$ cat config.mk
export PLATFORM = sky130hd
export DESIGN_NAME = uart_tick_gen
export DESIGN_NICKNAME = d
export VERILOG_FILES = /design/src/rtl/uart_tick_gen.sv
export SDC_FILE = /design/constraint.sdc
export NUM_CORES = 1
export LEC_CHECK = 0
export CELL_PAD_IN_SITES_DETAIL_PLACEMENT = 0
export CELL_PAD_IN_SITES_GLOBAL_PLACEMENT = 1
export CORE_UTILIZATION = 43
export DETAILED_ROUTE_END_ITERATION = 8
export GPL_ROUTABILITY_DRIVEN = 0
export PLACE_DENSITY_LB_ADDON = 0.1
export SLEW_MARGIN = 20
export SYNTH_ARGS = -nofsm -noshare
export SYNTH_HDL_FRONTEND = slang
export SYNTH_SLANG_ARGS = --single-unit
$ cat constraint.sdc
create_clock -name clk -period 4.7 [get_ports clk]
set_clock_uncertainty 0.1 [all_clocks]
set_input_delay 1.175 -clock clk [delete_from_list [all_inputs] [get_ports clk]]
set_output_delay 1.175 -clock clk [all_outputs]
set_load 0.005 [all_outputs]
$ cat src/rtl/uart_tick_gen.sv
// ---------------------------------------------------------------------------
// uart_tick_gen
//
// Timing generator for the UART datapath. A prescaler divides the system
// clock by a runtime-programmable divisor to make the oversample tick. Every
// OVS oversample ticks it emits a bit tick, and halfway through each bit it
// emits a mid-bit sample tick. A small phase counter advances on every bit
// tick and flags its wrap back to zero. RX can pulse sync to realign the bit
// timing to a start-bit edge.
//
// Parameters
//   DIV_W    width of the divisor register and the prescaler counter
//   DIV_RST  divisor in effect after reset
//   OVS      oversample ticks per bit (>= 2)
//   PHASE_W  width of the phase counter
//
// Ports
//   clk       system clock, rising edge
//   reset     asynchronous, active-low reset
//   en        count enable; when low all counters hold and no ticks occur
//   sync      synchronous restart of prescaler and oversample counter
//   div_load  capture div_in into the pending divisor
//   div_in    new divisor value
//   os_tick   one-cycle oversample tick
//   mid_tick  one-cycle pulse when the oversample count reaches OVS/2
//   bit_tick  one-cycle pulse at the bit boundary
//   phase     bit phase counter
//   wrap      one-cycle pulse when phase wraps to 0
//   div_cur   divisor currently in effect
//
// All outputs come straight from flops; there is no combinational path from
// any input to any output.
// ---------------------------------------------------------------------------
module uart_tick_gen #(
  parameter int DIV_W   = 16,
  parameter int DIV_RST = 10000,
  parameter int OVS     = 16,
  parameter int PHASE_W = 2
) (
  input  logic               clk,
  input  logic               reset,
  input  logic               en,
  input  logic               sync,
  input  logic               div_load,
  input  logic [DIV_W-1:0]   div_in,
  output logic               os_tick,
  output logic               mid_tick,
  output logic               bit_tick,
  output logic [PHASE_W-1:0] phase,
  output logic               wrap,
  output logic [DIV_W-1:0]   div_cur
);

  // Oversample counter width; at least one bit even for the smallest OVS.
  localparam int OSC_W = (OVS > 2) ? $clog2(OVS) : 1;

  localparam logic [OSC_W-1:0] OS_LAST = OSC_W'(OVS - 1);
  localparam logic [OSC_W-1:0] OS_MID  = OSC_W'(OVS / 2);
  localparam logic [DIV_W-1:0] DIV_ONE = DIV_W'(1);
  localparam logic [DIV_W-1:0] DIV_INIT = DIV_W'(DIV_RST);

  // -------------------------------------------------------------------------
  // State
  // -------------------------------------------------------------------------
  logic [DIV_W-1:0]   presc_reg,      presc_next;
  logic [OSC_W-1:0]   os_cnt_reg,     os_cnt_next;
  logic [PHASE_W-1:0] phase_reg,      phase_next;
  logic [DIV_W-1:0]   div_cur_reg,    div_cur_next;
  logic [DIV_W-1:0]   div_pend_reg,   div_pend_next;
  logic               pend_valid_reg, pend_valid_next;
  logic               os_tick_reg,    os_tick_next;
  logic               mid_tick_reg,   mid_tick_next;
  logic               bit_tick_reg,   bit_tick_next;
  logic               wrap_reg,       wrap_next;

  logic [DIV_W-1:0]   div_eff;
  logic               os_fire;
  logic               div_apply;

  // A programmed divisor of 0 is treated as 1 so the prescaler never stalls.
  always_comb begin
    div_eff = (div_cur_reg == '0) ? DIV_ONE : div_cur_reg;
  end

  // The edge that ends the current prescaler period. sync wins over en and
  // suppresses the tick that would otherwise have fired here.
  always_comb begin
    os_fire = en && !sync && (presc_reg == (div_eff - DIV_ONE));
  end

  // -------------------------------------------------------------------------
  // Prescaler, oversample counter and phase
  // -------------------------------------------------------------------------
  always_comb begin
    presc_next    = presc_reg;
    os_cnt_next   = os_cnt_reg;
    phase_next    = phase_reg;
    os_tick_next  = 1'b0;
    mid_tick_next = 1'b0;
    bit_tick_next = 1'b0;
    wrap_next     = 1'b0;

    if (sync) begin
      // Realign: restart the bit from its first oversample slot. phase is
      // left alone so the consumer keeps its notion of which bit it is on.
      presc_next  = '0;
      os_cnt_next = '0;
    end else if (en) begin
      if (os_fire) begin
        presc_next   = '0;
        os_tick_next = 1'b1;
        if (os_cnt_reg == OS_LAST) begin
          os_cnt_next   = '0;
          bit_tick_next = 1'b1;
          phase_next    = phase_reg + PHASE_W'(1);
          wrap_next     = (phase_reg == {PHASE_W{1'b1}});
        end else begin
          os_cnt_next = os_cnt_reg + OSC_W'(1);
        end
        // Mid-bit sample point: the oversample count is just arriving at
        // OVS/2 on this tick.
        mid_tick_next = (os_cnt_next == OS_MID);
      end else begin
        presc_next = presc_reg + DIV_ONE;
      end
    end
  end

  // -------------------------------------------------------------------------
  // Divisor staging
  //
  // A new divisor waits in the pending register until a safe point: the end
  // of the current prescaler period (so that period finishes on the old
  // divisor), an idle cycle, or a sync restart. A load on the same edge as an
  // application lands in the pending register and stays valid; the value
  // applied on that edge is the one that was already pending.
  // -------------------------------------------------------------------------
  always_comb begin
    div_apply = pend_valid_reg && (os_fire || !en || sync);
  end

  always_comb begin
    div_cur_next    = div_cur_reg;
    div_pend_next   = div_pend_reg;
    pend_valid_next = pend_valid_reg;

    if (div_apply) begin
      div_cur_next    = div_pend_reg;
      pend_valid_next = 1'b0;
    end

    if (div_load) begin
      div_pend_next   = div_in;
      pend_valid_next = 1'b1;
    end
  end

  // -------------------------------------------------------------------------
  // Registers
  // -------------------------------------------------------------------------
  always_ff @(posedge clk or negedge reset) begin
    if (!reset) begin
      presc_reg      <= '0;
      os_cnt_reg     <= '0;
      phase_reg      <= '0;
      div_cur_reg    <= DIV_INIT;
      div_pend_reg   <= '0;
      pend_valid_reg <= 1'b0;
      os_tick_reg    <= 1'b0;
      mid_tick_reg   <= 1'b0;
      bit_tick_reg   <= 1'b0;
      wrap_reg       <= 1'b0;
    end else begin
      presc_reg      <= presc_next;
      os_cnt_reg     <= os_cnt_next;
      phase_reg      <= phase_next;
      div_cur_reg    <= div_cur_next;
      div_pend_reg   <= div_pend_next;
      pend_valid_reg <= pend_valid_next;
      os_tick_reg    <= os_tick_next;
      mid_tick_reg   <= mid_tick_next;
      bit_tick_reg   <= bit_tick_next;
      wrap_reg       <= wrap_next;
    end
  end

  assign os_tick  = os_tick_reg;
  assign mid_tick = mid_tick_reg;
  assign bit_tick = bit_tick_reg;
  assign phase    = phase_reg;
  assign wrap     = wrap_reg;
  assign div_cur  = div_cur_reg;

endmodule

==> results.yml <==
timing:
  fin_setup_tns_ps: 0
  whs_ps: 409
  clock.fmax_mhz: 240
  hold_viol_final: 0
  period_minus_slack_ps: 4160
  relSlewSlack: 0.310
  finalSetupViolCount: 0
  rsz0062_at_grt: "no"
  post-route-period-util: 0.885
  worst_pin_slew_ps: 1040
  maxSlewViolCount: 0
clock_tree:
  cts_resized: 0
  cts_hold_buf: 0
  clockBufferDepth: 2
  cts_buffers: 9
  postCtsSetupRepairBufs: 0
  clock_latency_ps: 350
  clk_pin_slew_worst_paths_ps: 70
  cts_max_level: 3
  cts_tree: "built"
  cts_sinks: 59
  root_buffer: "clkbuf_8"
place:
  dp_hpwl_um: 5940
  placed_cell_area_um2: 3960
  io_buffers: 42
setup_path:
  critical_path_required_ps: 4830
  r2r-start: "div_cur[8]"
  r2r-end: "div_cur[14]"
  crit_arrival_ps: 4290
  reg2reg_depth: 11
  max_stage_delay_ps: 670
  worstPathCellList: "or4_4 -> nor3_4 -> a31oi_2 -> ha_1 -> nor3b_1 -> and2_1 -> and4_1 -> o22a_1 -> nand4_4 -> or2_1 -> a311o_1"
  crit_path_max_fanout: 17
  crit_path_end_kind: "flip-flop"
  ff2ff_setup_slack_ps: 540
  slowest_stage: "nor3b_1"
  critPathKind: "reg2reg"
  startpoint_type: "flip-flop"
pwr:
  p_int_uw: 1070
  combPwrFrac: 0.191
  power.density_nw_per_um2: 356
  switchingPower_uw: 428
  p_seq_frac: 0.416
  power.share.clock: 0.392
  p_leak_uw: 0.00167
  irDropWorstVdd_mv: 0.181
  swShare: 0.286
synth:
  synth_seq_cells: 59
  syn_nets: 390
  synthMostInstantiatedCell: "dfrtp_1"
  ys_top_cells_by_count: "dfrtp_1 (54), nand2_1 (31), nor3_1 (26), nor2_1 (24), inv_1 (23)"
  synth_edf_count: 0
  yosysTopAreaCell: "dfrtp_1"
  synth_area_um2: 3490
  yosysSeqAreaShare: 0.425
  yosysWarnings: 0
  syn_inst: 364
  avgSynthCellArea_um2: 9.59
  synth_top_cell_area_share: 0.387
  ys_top_cells_by_area: "dfrtp_1 (39%), mux2_2 (6.1%), a311o_1 (4.6%), xnor2_1 (4.0%), dfstp_2 (3.8%)"
  synthArstFlopShare: 1.00
  ys.flop_type: "dfrtp_1"
  ys_types: 54
global_route:
  grt_overflow_total: 0
  track_usage: 0.215
  grt_pass1_vias: 2858
  grt_pass1_wl_um: 14200
  grt_max_degree: 37
  antenna_found_initial: 0
die:
  die_area_um2: 8490
  die_h_um: 92.1
  coreArea_um2: 7810
  initial_utilization: 0.447
  rows: 32
  fp.dieW_um: 92.1
  ioPinCount: 43
worst_hold_path:
  holdPathEnd: "div_pend_reg[4]"
  min_path_type: "reg2reg"
  min-delay-start: "div_pend_reg[4]"
  hold_depth: 1
routing:
  first_pass_iters: 4
  via_count: 2895
  wire_per_inst_um: 16.7
  ant_nets: 0
  drt_iter0_drc: 123
  vias_per_cell: 5.72
  remaining_drc_errors: 0
  totalWireLength_um: 8430
run_status:
  status: "completed"
layout:
  syn2layout_area_growth_pct: 20.4
  num-nets-final: 425
  diodes: 0
  design_area_um2: 4210
  final_layout_size_suffix_gt1_frac: 0.144
job:
  maxCapViolCount: 0
[cells by family after synthesis]
kind of cell,count (synthesis),share of synthesized area
flip-flops,59,0.425
AND/OR/NAND/NOR,130,0.198
XOR/XNOR,31,0.0799
buffers and inverters,46,0.0591
AO/OA/AOI/OAI,73,0.156
adder cells (fa/ha/maj),5,0.0179
multiplexers,20,0.0641
[how the worst max path moves through the flow]
stage / from / to / slack (ps) / cells after the start
6_report: div_cur[8] / div_cur[14] / 540 / 11
4_1_cts: div_cur[8] / div_cur[14] / 570 / 11
2_1_floorplan: div_cur[13] / div_cur[11] / 1040 / 14
3_3_place_gp: div_cur[8] / div_cur[11] / 640 / 11
5_1_grt: div_cur[8] / div_cur[14] / 340 / 11
3_5_place_dp: div_cur[8] / div_cur[7] / 590 / 11
[metrics by stage]
stage                     worst slack [ps]  utilization  total power, µW  instances
final                                  542        0.539             1500        506
after detailed placement               588        0.507              920        490
after global placement                 642        0.507              915        490
after global routing                   335        0.539             1570        506
after CTS                              566        0.539             1510        506
after floorplan                       1040            -              797        364
[power by group through the flow]
stage          Clock, µW  Sequential, µW  Combinational [µW]
2_1_floorplan          0             599                 198
3_3_place_gp           0             631                 284
3_5_place_dp           0             633                 287
4_1_cts              598             624                 288
5_1_grt              620             633                 316
6_report             588             624                 287
[per-layer routing]
layer  GRT usage  part of all wire  vias up
met5           0                 0        -
met4      0.0938             0.021        0
met1       0.291              0.49     1422
li1            -                 -     1386
met2       0.333              0.44       73
met3      0.0398             0.046       14
[worst max-delay path, delay by kind of cell (launching register included)]
kind | cells | cell delay (ps)
AO/OA/AOI/OAI | 3 | 880
adder cells (fa/ha/maj) | 1 | 210
flip-flops | 1 | 640
AND/OR/NAND/NOR | 7 | 2200
[cells in the final DEF, fill, tap and decap left out, drive strengths merged, types with 16 or more instances in the layout]
master / n
a311o: 16
clkdlybuf4s50: 41
dfrtp: 54
inv: 23
mux2: 19
nand2: 31
nor2: 24
nor3: 27
o22ai: 17
xnor2: 17
[layout make-up]
class / count / area [µm²]
clock buffer: 10 / 138
clock inverter: 6 / 113
fill: 726 / 3600
inverter: 23 / 86.3
multi-input combinational: 259 / 1810
sequential: 59 / 1480
tap: 102 / 128
timing repair buffer: 47 / 453
Note: power is estimated with default switching activity, not from simulation.
